**src/rtl/array_port_arbiter_pkg.sv**
```systemverilog
// rtl/array_port_arbiter_pkg.sv - shared defaults and sweep FSM state encoding for array_port_arbiter
package array_port_arbiter_pkg;

  localparam int ADDR_W_DEF = 8;
  localparam int DATA_W_DEF = 16;
  localparam logic [15:0] CLEAR_VAL_DEF = 16'h0000;

  // Sweep FSM states: IDLE arbitrates the ports, CLEAR owns the array.
  typedef logic [0:0] state_t;
  localparam state_t ST_IDLE  = 1'b0;
  localparam state_t ST_CLEAR = 1'b1;

endpackage

```
**src/rtl/array_port_arbiter_if.sv**
```systemverilog
// rtl/array_port_arbiter_if.sv - requester, response and memory signals of array_port_arbiter
interface array_port_arbiter_if
  import array_port_arbiter_pkg::*;
#(
  parameter int ADDR_W = ADDR_W_DEF,
  parameter int DATA_W = DATA_W_DEF
);

  logic              req0_valid;
  logic              req0_we;
  logic [ADDR_W-1:0] req0_index;
  logic [DATA_W-1:0] req0_wdata;
  logic              req0_ready;

  logic              req1_valid;
  logic              req1_we;
  logic [ADDR_W-1:0] req1_index;
  logic [DATA_W-1:0] req1_wdata;
  logic              req1_ready;

  logic              rsp0_valid;
  logic              rsp1_valid;
  logic [DATA_W-1:0] rsp_data;

  logic              mem_wr_en;
  logic [ADDR_W-1:0] mem_index;
  logic [DATA_W-1:0] mem_wr_val;
  logic [DATA_W-1:0] mem_rd_val;

  logic              clear_start;
  logic              clear_busy;

  // Arbiter side.
  modport slave (
    input  req0_valid, req0_we, req0_index, req0_wdata,
    input  req1_valid, req1_we, req1_index, req1_wdata,
    input  mem_rd_val, clear_start,
    output req0_ready, req1_ready, rsp0_valid, rsp1_valid, rsp_data,
    output mem_wr_en, mem_index, mem_wr_val, clear_busy
  );

  // Requesters plus memory side.
  modport master (
    output req0_valid, req0_we, req0_index, req0_wdata,
    output req1_valid, req1_we, req1_index, req1_wdata,
    output mem_rd_val, clear_start,
    input  req0_ready, req1_ready, rsp0_valid, rsp1_valid, rsp_data,
    input  mem_wr_en, mem_index, mem_wr_val, clear_busy
  );

endinterface

```
**src/rtl/array_port_arbiter_rr_arb2.sv**
```systemverilog
// rtl/array_port_arbiter_rr_arb2.sv - two-request round-robin picker producing a one-hot grant
module rr_arb2
  import array_port_arbiter_pkg::*;
(
  input  logic [1:0] valid,
  input  logic       ptr,
  output logic [1:0] grant
);

  // A lone requester always wins; a contended cycle goes to the port the pointer names.
  always_comb begin
    grant = valid;
    if (&valid) begin
      grant = ptr ? 2'b10 : 2'b01;
    end
  end

endmodule

```
**src/rtl/array_port_arbiter.sv**
```systemverilog
// rtl/array_port_arbiter.sv - round-robin sharing of one single-port array by two requesters; ARRAY_PORT_ARBITER_CLEAR_EN adds a clear sweep
module array_port_arbiter
  import array_port_arbiter_pkg::*;
#(
  parameter int                ADDR_W    = ADDR_W_DEF,
  parameter int                DATA_W    = DATA_W_DEF,
  parameter logic [DATA_W-1:0] CLEAR_VAL = CLEAR_VAL_DEF
) (
  input logic                 clk,
  input logic                 rst,
  array_port_arbiter_if.slave bus
);

  logic [1:0] req_valid;
  logic [1:0] arb_gnt;
  logic [1:0] gnt;
  logic       arb_en;
  logic       ptr_q, ptr_d;
  logic       rsp0_q, rsp0_d;
  logic       rsp1_q, rsp1_d;

  assign req_valid = {bus.req1_valid, bus.req0_valid};

  rr_arb2 u_rr_arb2 (
    .valid (req_valid),
    .ptr   (ptr_q),
    .grant (arb_gnt)
  );

`ifdef ARRAY_PORT_ARBITER_CLEAR_EN
  state_t            state_q, state_d;
  logic [ADDR_W-1:0] cnt_q, cnt_d;

  // Ports are only served while no sweep owns the array.
  assign arb_en         = (state_q == ST_IDLE);
  assign bus.clear_busy = (state_q == ST_CLEAR);

  // Sweep sequencing: start from index 0, leave after the last index; the counter wraps back to 0 on its own.
  always_comb begin
    state_d = state_q;
    cnt_d   = cnt_q;
    if (state_q == ST_IDLE) begin
      if (bus.clear_start) begin
        state_d = ST_CLEAR;
        cnt_d   = '0;
      end
    end else begin
      cnt_d = cnt_q + ADDR_W'(1);
      if (&cnt_q) begin
        state_d = ST_IDLE;
      end
    end
  end

  // Sweep state registers; reset aborts a sweep immediately.
  always_ff @(posedge clk or posedge rst) begin
    if (rst) begin
      state_q <= ST_IDLE;
      cnt_q   <= '0;
    end else begin
      state_q <= state_d;
      cnt_q   <= cnt_d;
    end
  end
`else
  logic unused_clear;

  assign arb_en         = 1'b1;
  assign bus.clear_busy = 1'b0;
  assign unused_clear   = ^{bus.clear_start, CLEAR_VAL, ST_IDLE, ST_CLEAR};
`endif

  assign gnt            = arb_en ? arb_gnt : 2'b00;
  assign bus.req0_ready = gnt[0];
  assign bus.req1_ready = gnt[1];

  // Memory port: the sweep, else the granted requester, else an idle read of index 0.
  always_comb begin
    bus.mem_wr_en  = 1'b0;
    bus.mem_index  = '0;
    bus.mem_wr_val = '0;
    if (gnt[0]) begin
      bus.mem_wr_en  = bus.req0_we;
      bus.mem_index  = bus.req0_index;
      bus.mem_wr_val = bus.req0_wdata;
    end else if (gnt[1]) begin
      bus.mem_wr_en  = bus.req1_we;
      bus.mem_index  = bus.req1_index;
      bus.mem_wr_val = bus.req1_wdata;
    end
`ifdef ARRAY_PORT_ARBITER_CLEAR_EN
    if (state_q == ST_CLEAR) begin
      bus.mem_wr_en  = 1'b1;
      bus.mem_index  = cnt_q;
      bus.mem_wr_val = CLEAR_VAL;
    end
`endif
  end

  // Pointer hands priority to the other port after every grant; a read grant tags next cycle's data for its port.
  always_comb begin
    ptr_d = ptr_q;
    if (gnt[0]) begin
      ptr_d = 1'b1;
    end else if (gnt[1]) begin
      ptr_d = 1'b0;
    end
    rsp0_d = gnt[0] & ~bus.req0_we;
    rsp1_d = gnt[1] & ~bus.req1_we;
  end

  // Pointer and response-tag registers.
  always_ff @(posedge clk or posedge rst) begin
    if (rst) begin
      ptr_q  <= 1'b0;
      rsp0_q <= 1'b0;
      rsp1_q <= 1'b0;
    end else begin
      ptr_q  <= ptr_d;
      rsp0_q <= rsp0_d;
      rsp1_q <= rsp1_d;
    end
  end

  assign bus.rsp0_valid = rsp0_q;
  assign bus.rsp1_valid = rsp1_q;
  assign bus.rsp_data   = bus.mem_rd_val;

endmodule
```
**src/flat_wrapper.sv**
```systemverilog
// flat-port wrapper written by rule: the top's interface ports become plain ports
module array_port_arbiter_flat import array_port_arbiter_pkg::*;
#(
  parameter int                ADDR_W    = ADDR_W_DEF,
  parameter int                DATA_W    = DATA_W_DEF,
  parameter logic [DATA_W-1:0] CLEAR_VAL = CLEAR_VAL_DEF
)
  (clk, rst, bus_req0_valid, bus_req0_we, bus_req0_index, bus_req0_wdata, bus_req1_valid, bus_req1_we, bus_req1_index, bus_req1_wdata, bus_mem_rd_val, bus_clear_start, bus_req0_ready, bus_req1_ready, bus_rsp0_valid, bus_rsp1_valid, bus_rsp_data, bus_mem_wr_en, bus_mem_index, bus_mem_wr_val, bus_clear_busy);
  array_port_arbiter_if #(.ADDR_W(ADDR_W), .DATA_W(DATA_W)) bus_i ();
  input logic clk;
  input logic rst;
  input wire logic [$bits(bus_i.req0_valid)-1:0] bus_req0_valid;
  input wire logic [$bits(bus_i.req0_we)-1:0] bus_req0_we;
  input wire logic [$bits(bus_i.req0_index)-1:0] bus_req0_index;
  input wire logic [$bits(bus_i.req0_wdata)-1:0] bus_req0_wdata;
  input wire logic [$bits(bus_i.req1_valid)-1:0] bus_req1_valid;
  input wire logic [$bits(bus_i.req1_we)-1:0] bus_req1_we;
  input wire logic [$bits(bus_i.req1_index)-1:0] bus_req1_index;
  input wire logic [$bits(bus_i.req1_wdata)-1:0] bus_req1_wdata;
  input wire logic [$bits(bus_i.mem_rd_val)-1:0] bus_mem_rd_val;
  input wire logic [$bits(bus_i.clear_start)-1:0] bus_clear_start;
  output wire logic [$bits(bus_i.req0_ready)-1:0] bus_req0_ready;
  output wire logic [$bits(bus_i.req1_ready)-1:0] bus_req1_ready;
  output wire logic [$bits(bus_i.rsp0_valid)-1:0] bus_rsp0_valid;
  output wire logic [$bits(bus_i.rsp1_valid)-1:0] bus_rsp1_valid;
  output wire logic [$bits(bus_i.rsp_data)-1:0] bus_rsp_data;
  output wire logic [$bits(bus_i.mem_wr_en)-1:0] bus_mem_wr_en;
  output wire logic [$bits(bus_i.mem_index)-1:0] bus_mem_index;
  output wire logic [$bits(bus_i.mem_wr_val)-1:0] bus_mem_wr_val;
  output wire logic [$bits(bus_i.clear_busy)-1:0] bus_clear_busy;
  assign bus_i.req0_valid = bus_req0_valid;
  assign bus_i.req0_we = bus_req0_we;
  assign bus_i.req0_index = bus_req0_index;
  assign bus_i.req0_wdata = bus_req0_wdata;
  assign bus_i.req1_valid = bus_req1_valid;
  assign bus_i.req1_we = bus_req1_we;
  assign bus_i.req1_index = bus_req1_index;
  assign bus_i.req1_wdata = bus_req1_wdata;
  assign bus_i.mem_rd_val = bus_mem_rd_val;
  assign bus_i.clear_start = bus_clear_start;
  assign bus_req0_ready = bus_i.req0_ready;
  assign bus_req1_ready = bus_i.req1_ready;
  assign bus_rsp0_valid = bus_i.rsp0_valid;
  assign bus_rsp1_valid = bus_i.rsp1_valid;
  assign bus_rsp_data = bus_i.rsp_data;
  assign bus_mem_wr_en = bus_i.mem_wr_en;
  assign bus_mem_index = bus_i.mem_index;
  assign bus_mem_wr_val = bus_i.mem_wr_val;
  assign bus_clear_busy = bus_i.clear_busy;
  array_port_arbiter #(.ADDR_W(ADDR_W), .DATA_W(DATA_W), .CLEAR_VAL(CLEAR_VAL)) u_core (.clk(clk), .rst(rst), .bus(bus_i));
endmodule
```
**config.mk**
```make
export PLATFORM = sky130hd
export DESIGN_NAME = array_port_arbiter_flat
export DESIGN_NICKNAME = d
export VERILOG_FILES = /design/src/rtl/array_port_arbiter_pkg.sv /design/src/rtl/array_port_arbiter_if.sv /design/src/rtl/array_port_arbiter_rr_arb2.sv /design/src/rtl/array_port_arbiter.sv /design/src/flat_wrapper.sv
export SDC_FILE = /design/constraint.sdc
export NUM_CORES = 1
export LEC_CHECK = 0
export ABC_CLOCK_PERIOD_IN_PS = 3800
export CAP_MARGIN = 25
export CORE_MARGIN = 2
export CORE_UTILIZATION = 21
export CTS_BUF_LIST = sky130_fd_sc_hd__clkbuf_4 sky130_fd_sc_hd__clkbuf_8
export DETAILED_ROUTE_END_ITERATION = 10
export GPL_ROUTABILITY_DRIVEN = 0
export HOLD_SLACK_MARGIN = 0.02
export PLACE_DENSITY = 0.86
export REMOVE_ABC_BUFFERS = 1
export SYNTH_ARGS = -nofsm -noshare
export SYNTH_HDL_FRONTEND = slang
export SYNTH_SLANG_ARGS = --single-unit
```
**constraint.sdc**
```tcl
create_clock -name clk -period 3.8 [get_ports clk]
set_clock_uncertainty 0.05 [all_clocks]
set_input_delay 0.57 -clock clk [delete_from_list [all_inputs] [get_ports clk]]
set_output_delay 0.57 -clock clk [all_outputs]
set_load 0.01 [all_outputs]
```
# Word level (Yosys, flattened, before mapping)
# Index checks and enable logic that the tools add are counted.
# W data, S select, Z words.
[classes]
addsub = 0
eq_ne = 0
bitwise_logic = 4
n_div = 0
muxes = 10
mul = 0
n_reduce_logical = 2
shifts = 0
magnitude_cmp = 0
[ops]
columns = ["operator", "n"]
rows = [
  ["$mux W16", 2],
  ["$mux W8", 2],
  ["$mux W1", 4],
  ["$mux W2", 2],
  ["$and A1 B1 Y1", 2],
  ["$not A1 Y1", 2],
  ["$reduce_and A2 Y1", 1],
  ["$reduce_bool A2 Y1", 1],
]
[totals]
latchBits = 0
input_bits = 71
ramBits = 0
out_inout_bits = 46
word_cells = 19
mem_count = 0
regBits = 3
romBits = 0

# Logic depth before layout (Yosys ltp)
# Gate-level depths: netlist of the first run.
[depth]
depth_word = 4
mapped_depth = 4
ltp_nobuf = 2

# Cells and area by module
# A second synthesis of the first run with hierarchy kept.
[unflattened]
cells_unflattened = 63
area_unflattened_um2 = 563.0
[by_module_without_submodules]
columns = ["mod", "instances", "seq_area_each_um2", "cells_per_inst", "area_each_um2"]
rows = [
  ["array_port_arbiter", 1, 75.1, 60, 544.3],
  ["rr_arb2", 1, 0.0, 3, 18.8],
]

# Worst setup path after synthesis of the first run
# OpenSTA, ideal clock, no wires.
[synth_path]
kind = "input to output"
startpoint = "in bus_req0_valid"
endpoint = "out bus_mem_index[0]"
n_path_buf = 1
path_stages = 3
slack_ns = 2.015
arrival_ns = 1.165
cell_sequence = "a21boi_4 buf_6 a32o_1"
[synth_between]
elab_cells_between_ends = 4
cone_classes = "mux: 3; reduce/logical: 1"
[synth_rtl]
columns = ["item", "line_no", "source"]
rows = [
  ["start, declared", "flat_wrapper.sv:12", "input wire logic [$bits(bus_i.req0_valid)-1:0] bus_req0_valid;"],
  ["$reduce_and A2 Y1", "array_port_arbiter_rr_arb2.sv:13", "if (&valid) begin"],
  ["$mux W2 (*)", "array_port_arbiter_rr_arb2.sv:13", ""],
  ["named net bus_req0_ready", "flat_wrapper.sv:22", "output wire logic [$bits(bus_i.req0_ready)-1:0] bus_req0_ready;"],
  ["$mux W8 (*)", "array_port_arbiter.sv:82", "if (gnt[0]) begin"],
  ["end, declared", "flat_wrapper.sv:28", "output wire logic [$bits(bus_i.mem_index)-1:0] bus_mem_index;"],
]
# The timed path passes the listed nets; every way through them passes the cells marked *.

# Worst setup path in the final report of the first run
[layout_path]
startpoint = "in bus_req0_valid"
endpoint = "out bus_mem_wr_val[1]"
[layout_between]
elab_chain_len = 4
[layout_lines]
columns = ["item", "line_no", "source"]
rows = [
  ["$reduce_and A2 Y1", "array_port_arbiter_rr_arb2.sv:13", ""],
  ["$mux W2 (*)", "array_port_arbiter_rr_arb2.sv:13", ""],
  ["$mux W16", "array_port_arbiter.sv:86", "end else if (gnt[1]) begin"],
  ["$mux W16 (*)", "array_port_arbiter.sv:82", ""],
  ["end, declared", "flat_wrapper.sv:29", "output wire logic [$bits(bus_i.mem_wr_val)-1:0] bus_mem_wr_val;"],
]
# Mark *: on every way between the ends. The rest lies on a longest branch, timed or not.

==> results of run 1 <==
[metal layers]
layer,GRT usage (%),vias up
met5,7.937,-
met4,6.977,0
met3,10.66,4
met2,25.81,66
met1,15.54,378
li1,-,358
[cells in the final DEF (no fill, tap or decap)]
master,count
clkdlybuf4s50_1,82
a32o_1,25
clkbuf_4,4
dfrtp_1,3
inv_1,2
a21boi_4,1
nand2b_4,1
o21ai_0,1
and2_1,1
and2b_1,1
and3b_1,1
conb_1,1
buf_4,1
[synth_stat cells]
cell | instances | area [sq um]
a21boi_4 | 1 | 18.77
nand2b_4 | 1 | 13.76
and2_1 | 1 | 6.260
dfrtp_1 | 3 | 75.07
buf_6 | 3 | 33.78
and3b_1 | 1 | 8.760
a32o_1 | 25 | 250.2
and2b_1 | 1 | 7.510
buf_2 | 3 | 15.01
o21ai_0 | 1 | 5.000
inv_1 | 2 | 7.510
buf_8 | 2 | 30.03
buf_4 | 17 | 127.6
conb_1 | 1 | 3.750
[logic make-up (layout without fill, tap and decap cells)]
kind of cell	Yosys count	in the layout	synth area share, %
AOI/OAI and AO/OA	27	27	45.44
buffers and inverters	27	89	35.48
DFF	3	3	12.45
and+or+nand+nor	4	4	6.017
other	1	1	0.6218
[how the worst max path moves through the flow]
| stage | end | slack, ns | cells past startpoint |
|---|---|---|---|
| floorplan | bus_mem_index[0] | 1.89 | 2 |
| global placement | bus_mem_index[5] | 0.74 | 4 |
| detailed placement | bus_mem_wr_val[1] | 0.66 | 4 |
| CTS | bus_mem_wr_val[1] | 0.65 | 4 |
| global route | bus_mem_wr_val[12] | 0.58 | 4 |
| finish | bus_mem_wr_val[1] | 0.68 | 4 |
[where the power goes]
part / switching, mW / internal, mW / leakage [nW]
clock: 0.0180 / 0.0466 / 0.0184
sequential: 0.00250 / 0.0350 / 0.0383
combinational: 0.0663 / 0.123 / 0.422
[cell type report]
type / count / area (sq um)
inverter: 2 / 7.507
fill: 253 / 1440
timing repair buffer: 83 / 828.3
multi-input combinational: 32 / 314.1
clock buffer: 4 / 30.03
sequential: 3 / 75.07
tap: 31 / 38.79
[state kept, by name (all words and copies together), names as in the netlist]
signal                 count
u_core.ptr_q               1
u_core.bus.rsp1_valid      1
u_core.bus.rsp0_valid      1
[metrics by stage]
stage               hold WS [ns]  total power, mW  area [sq um]  setup WS, ns  cells
finish                    0.4524           0.2913          1294        0.6756    155
floorplan                 0.2736           0.1002         396.6         1.893     37
CTS                       0.4495           0.2972          1294        0.6537    155
global placement          0.5343           0.2233          1264        0.7366    151
global route              0.4648           0.3096          1294        0.5784    155
detailed placement        0.5600           0.2280          1264        0.6589    151
==> impl_metrics.json, run 1 <==
{
  "die_h_microns": 57.59,
  "top_layer": "met4",
  "cp_cell_sequence": "clkdlybuf4s50_1, a21boi_4, a32o_1, clkdlybuf4s50_1",
  "met3_length_microns": 355,
  "outcome": "complete, no violations",
  "finalMaxSlewViolations": 0,
  "fin_tns_setup_ns": 0,
  "final_util_pct": 47.32,
  "viasPerCell": 5.200,
  "post-cts-setup-buffer-count": 0,
  "drtPass1Iterations": 4,
  "htreeDepth": 1,
  "ant_nets": 0,
  "setup_violations": 0,
  "timing.rr.end": "u_core.bus.rsp0_valid",
  "grt_pass1_vias": 838,
  "path_clk_slew_ns": 0.04,
  "fmax_mhz": 320.1,
  "cts_made_buffers": 3,
  "postCtsHoldBufs": 0,
  "vias": 806,
  "crit_path_max_fanout": 27,
  "wirelength_met1_microns": 895,
  "vdd_drop_max_v": 0.0001224,
  "avgRoutedWirePerCell_microns": 17.17,
  "fin_crit_sh_pct": 82.22,
  "drive_gt1_share_pct": 5.645,
  "grt_max_degree": 29,
  "crit_family": "buffers and inverters",
  "worst-setup-path-type": "in2out",
  "hold_viol": 0,
  "r2r_setup_slack_ns": 2.47,
  "grtUsageTotal_pct": 16.06,
  "cellLeakagePower_nw": 0.4787,
  "antenna_found_initial": 0,
  "ys_warn_count": 0,
  "cpMostUsedCell": "clkdlybuf4s50_1",
  "ys_seq_elements": 3,
  "drcViolationCount": 0,
  "synth_area_per_cell_sq_um": 9.727,
  "yosysSeqAreaShare_pct": 12.45,
  "die_x_microns": 57.59,
  "cp-start-kind": "primary input",
  "rows": 19,
  "min_period_ns": 3.124,
  "slowest_delay_ns": 0.61,
  "crit_required_ns": 3.18,
  "num_io_pins": 117,
  "core-area_sq_mm": 0.002734,
  "diodes": 0,
  "synthToLayoutAreaGrowth_pct": 114.5,
  "wl_met2_mm": 1.375,
  "drtIter0Drc": 16,
  "synth_cells": 62,
  "clock_tree.buffer_depth": 2,
  "dieArea_sq_mm": 0.003317,
  "synth_area_sq_um": 603.1,
  "startpoint": "bus_req0_valid",
  "crit_slowest_cell": "a21boi_4",
  "cts_sinks": 3,
  "nets": 196,
  "clock-root-buffer": "clkbuf_4",
  "tightest_slew_ns": 0.6879,
  "max_cap_viol_count": 0,
  "worstRegToRegCells": 2,
  "ys_types": 14,
  "r2r-start": "u_core.ptr_q",
  "cts_tree": "done",
  "maxSlewHeadroom_pct": 54.03,
  "min_path_type": "in2async",
  "rsz0062_at_grt": "false",
  "grt-ovfl-total": 0,
  "p_per_area_mw_per_mm2": 225.2,
  "dp_hpwl_mm": 2.080,
  "endpoint_kind": "output port",
  "clk-insertion-delay-late_ns": 0.23,
  "worst-path-buf-inv": 2,
  "start_util_pct": 22.06,
  "drt-total-wl_mm": 2.661,
  "io_buffers": 82,
  "worstPathArrival_ns": 2.50,
  "grt_pass1_wl_mm": 4.008,
  "postCtsResizedCells": 0
}
(Power assumes the default switching activity.)
==> run 2: changes to the inputs <==
--- a/config.mk
+++ b/config.mk
@@ -5,15 +5,15 @@
 export SDC_FILE = /design/constraint.sdc
 export NUM_CORES = 1
 export LEC_CHECK = 0
-export ABC_CLOCK_PERIOD_IN_PS = 3800
+export ABC_CLOCK_PERIOD_IN_PS = 2930
 export CAP_MARGIN = 25
 export CORE_MARGIN = 2
-export CORE_UTILIZATION = 21
+export CORE_UTILIZATION = 20
 export CTS_BUF_LIST = sky130_fd_sc_hd__clkbuf_4 sky130_fd_sc_hd__clkbuf_8
 export DETAILED_ROUTE_END_ITERATION = 10
 export GPL_ROUTABILITY_DRIVEN = 0
 export HOLD_SLACK_MARGIN = 0.02
-export PLACE_DENSITY = 0.86
+export PLACE_DENSITY = 0.83
 export REMOVE_ABC_BUFFERS = 1
 export SYNTH_ARGS = -nofsm -noshare
 export SYNTH_HDL_FRONTEND = slang
==> constraint.sdc (replaced) <==
create_clock -name clk -period 2.93 [get_ports clk]
set_clock_uncertainty 0.05 [all_clocks]
set_input_delay 0.4395 -clock clk [delete_from_list [all_inputs] [get_ports clk]]
set_output_delay 0.4395 -clock clk [all_outputs]
set_load 0.01 [all_outputs]
==> run 2 against run 1 <==
Net effect:
- the run now ends with DRC left
- first-iteration DRC count is 50% higher
- via count decreased by 0.50%
- sequential share of layout area fell by 0.12 points
- critical path type unchanged
==> impl_metrics.json, run 2 (same netlist as run 1, synthesis figures left out) <==
{
  "outcome": "finished, violations left",
  "violations": "DRC",
  "drtPass1Iterations": 7,
  "die_h_microns": 58.91,
  "fmax_mhz": 380.3,
  "cts_sinks": 3,
  "worst-setup-path-type": "in2out",
  "core-area_sq_mm": 0.002805,
  "max_cap_viol_count": 0,
  "n_fill_cell": 268,
  "cp-start-kind": "primary input",
  "rows": 19,
  "postCtsResizedCells": 0,
  "pwr-share-comb_pct": 65.8,
  "intPower_uw": 270.6,
  "cellLeakagePower_nw": 0.4926,
  "rsz0062_at_grt": "false",
  "diodes": 0,
  "ant_nets": 0,
  "cp_cell_sequence": "clkdlybuf4s50_1, a21boi_4, buf_12, a32o_1, clkdlybuf4s50_1",
  "endpoint_kind": "output port",
  "mostFrequentLayoutCell": "clkdlybuf4s50_1",
  "slowest_delay_ns": 0.56,
  "p_per_area_mw_per_mm2": 290.4,
  "cts_made_buffers": 3,
  "start_util_pct": 21.50,
  "worstPathArrival_ns": 2.14,
  "path_clk_slew_ns": 0.04,
  "crit_family": "buffers and inverters",
  "grt_pass1_vias": 922,
  "cpMostUsedCell": "clkdlybuf4s50_1",
  "dp_hpwl_mm": 2.134,
  "viasPerCell": 5.108,
  "grt_max_degree": 29,
  "htreeDepth": 1,
  "clkPwrFrac_pct": 21.4,
  "avgRoutedWirePerCell_microns": 17.35,
  "synthToLayoutAreaGrowth_pct": 119.1,
  "io_buffers": 82,
  "post-cts-setup-buffer-count": 0,
  "drcViolationCount": 1,
  "clock-root-buffer": "clkbuf_4",
  "grtUsageTotal_pct": 15.96,
  "antenna_found_initial": 0,
  "grt_pass1_wl_mm": 4.167,
  "crit_slowest_cell": "clkdlybuf4s50_1",
  "seq_power_share_pct": 12.7,
  "cts_tree": "done",
  "layout_common_cells": "82 x clkdlybuf4s50_1, 25 x a32o_1, 4 x clkbuf_4",
  "vias": 802,
  "p_sw_uw": 113.2,
  "grt-ovfl-total": 0,
  "fin_tns_setup_ns": 0,
  "p_sw_share_pct": 29.49,
  "setup_violations": 0,
  "postCtsHoldBufs": 0,
  "vdd_drop_max_v": 0.0001133,
  "place_area_sq_mm": 0.001291,
  "crit_path_max_fanout": 27,
  "dieArea_sq_mm": 0.003470,
  "min_period_ns": 2.629,
  "finalMaxSlewViolations": 0,
  "clock_tree.buffer_depth": 2,
  "min_path_type": "in2async",
  "hold_viol": 0,
  "die_x_microns": 58.91,
  "drt-total-wl_mm": 2.724,
  "nets": 198,
  "finalInstanceArea_sq_mm": 0.001321,
  "clk-insertion-delay-late_ns": 0.23,
  "fin_crit_sh_pct": 89.74,
  "num_io_pins": 117,
  "drtIter0Drc": 24,
  "worst-path-buf-inv": 3,
  "drive_gt1_share_pct": 7.143,
  "crit_required_ns": 2.44
}
## run 2: changes by cell type in the layout (fill, tap and decap cells not counted), sizes merged
| cell | delta |
|---|---|
| buf | +2 |
## run 2: layout make-up
type / instances / area, sq um / share of cell area, %
Inverter: 2 / 7.507 / 0.5682
Timing Repair Buffer: 85 / 855.8 / 64.77
Sequential cell: 3 / 75.07 / 5.682
Multi-Input combinational cell: 32 / 314.1 / 23.77
Tap cell: 31 / 38.79 / 2.936
Clock buffer: 4 / 30.03 / 2.273
## run 2: worst paths after layout
check | slack [ns] | end | from | cells after the start
setup / recovery | 0.30 | bus_mem_index[0] | bus_req1_valid | 5
hold / removal | 0.33 | u_core.bus.rsp0_valid | rst | 2
setup reg to reg | 1.83 | u_core.bus.rsp1_valid | u_core.ptr_q | 2
hold reg to reg | 0.56 | u_core.ptr_q | u_core.ptr_q | 2
max in group asynchronous | 2.38 | u_core.bus.rsp1_valid | rst | 2
min in group clk | 0.56 | u_core.ptr_q | u_core.ptr_q | 2
## run 2: power groups by stage
| stage | clock, mW | combinational (mW) | sequential [mW] |
|---|---|---|---|
| global placement | 0 | 0.251 | 0.0490 |
| detailed placement | 0 | 0.252 | 0.0495 |
| finish | 0.0823 | 0.253 | 0.0488 |
| CTS | 0.0867 | 0.254 | 0.0489 |
| floorplan | 0 | 0.0804 | 0.0495 |
| global route | 0.0875 | 0.269 | 0.0495 |
## run 2: metrics by stage
| stage | hold slack, ns | setup WS (ns) | total power, mW | util, % | cells |
|---|---|---|---|---|---|
| 4_1_cts | 0.3222 | 0.2941 | 0.3899 | 47.10 | 157 |
| 6_report | 0.3274 | 0.3007 | 0.3838 | 47.10 | 157 |
| 2_1_floorplan | 0.1431 | 1.284 | 0.1299 | - | 37 |
| 3_5_place_dp | 0.5568 | 0.3137 | 0.3011 | 46.03 | 153 |
| 5_1_grt | 0.3372 | 0.2392 | 0.4057 | 47.10 | 157 |
| 3_3_place_gp | 0.5309 | 0.3109 | 0.2997 | 46.03 | 153 |
## run 2: metal layers
layer / up-vias / GRT usage [%] / part of all wire [%]
li1: 364 / - / -
met1: 360 / 18.13 / 39
met2: 76 / 23.49 / 46
met3: 2 / 9.231 / 14
met4: 0 / 6.818 / 0.84
met5: - / 7.937 / 0
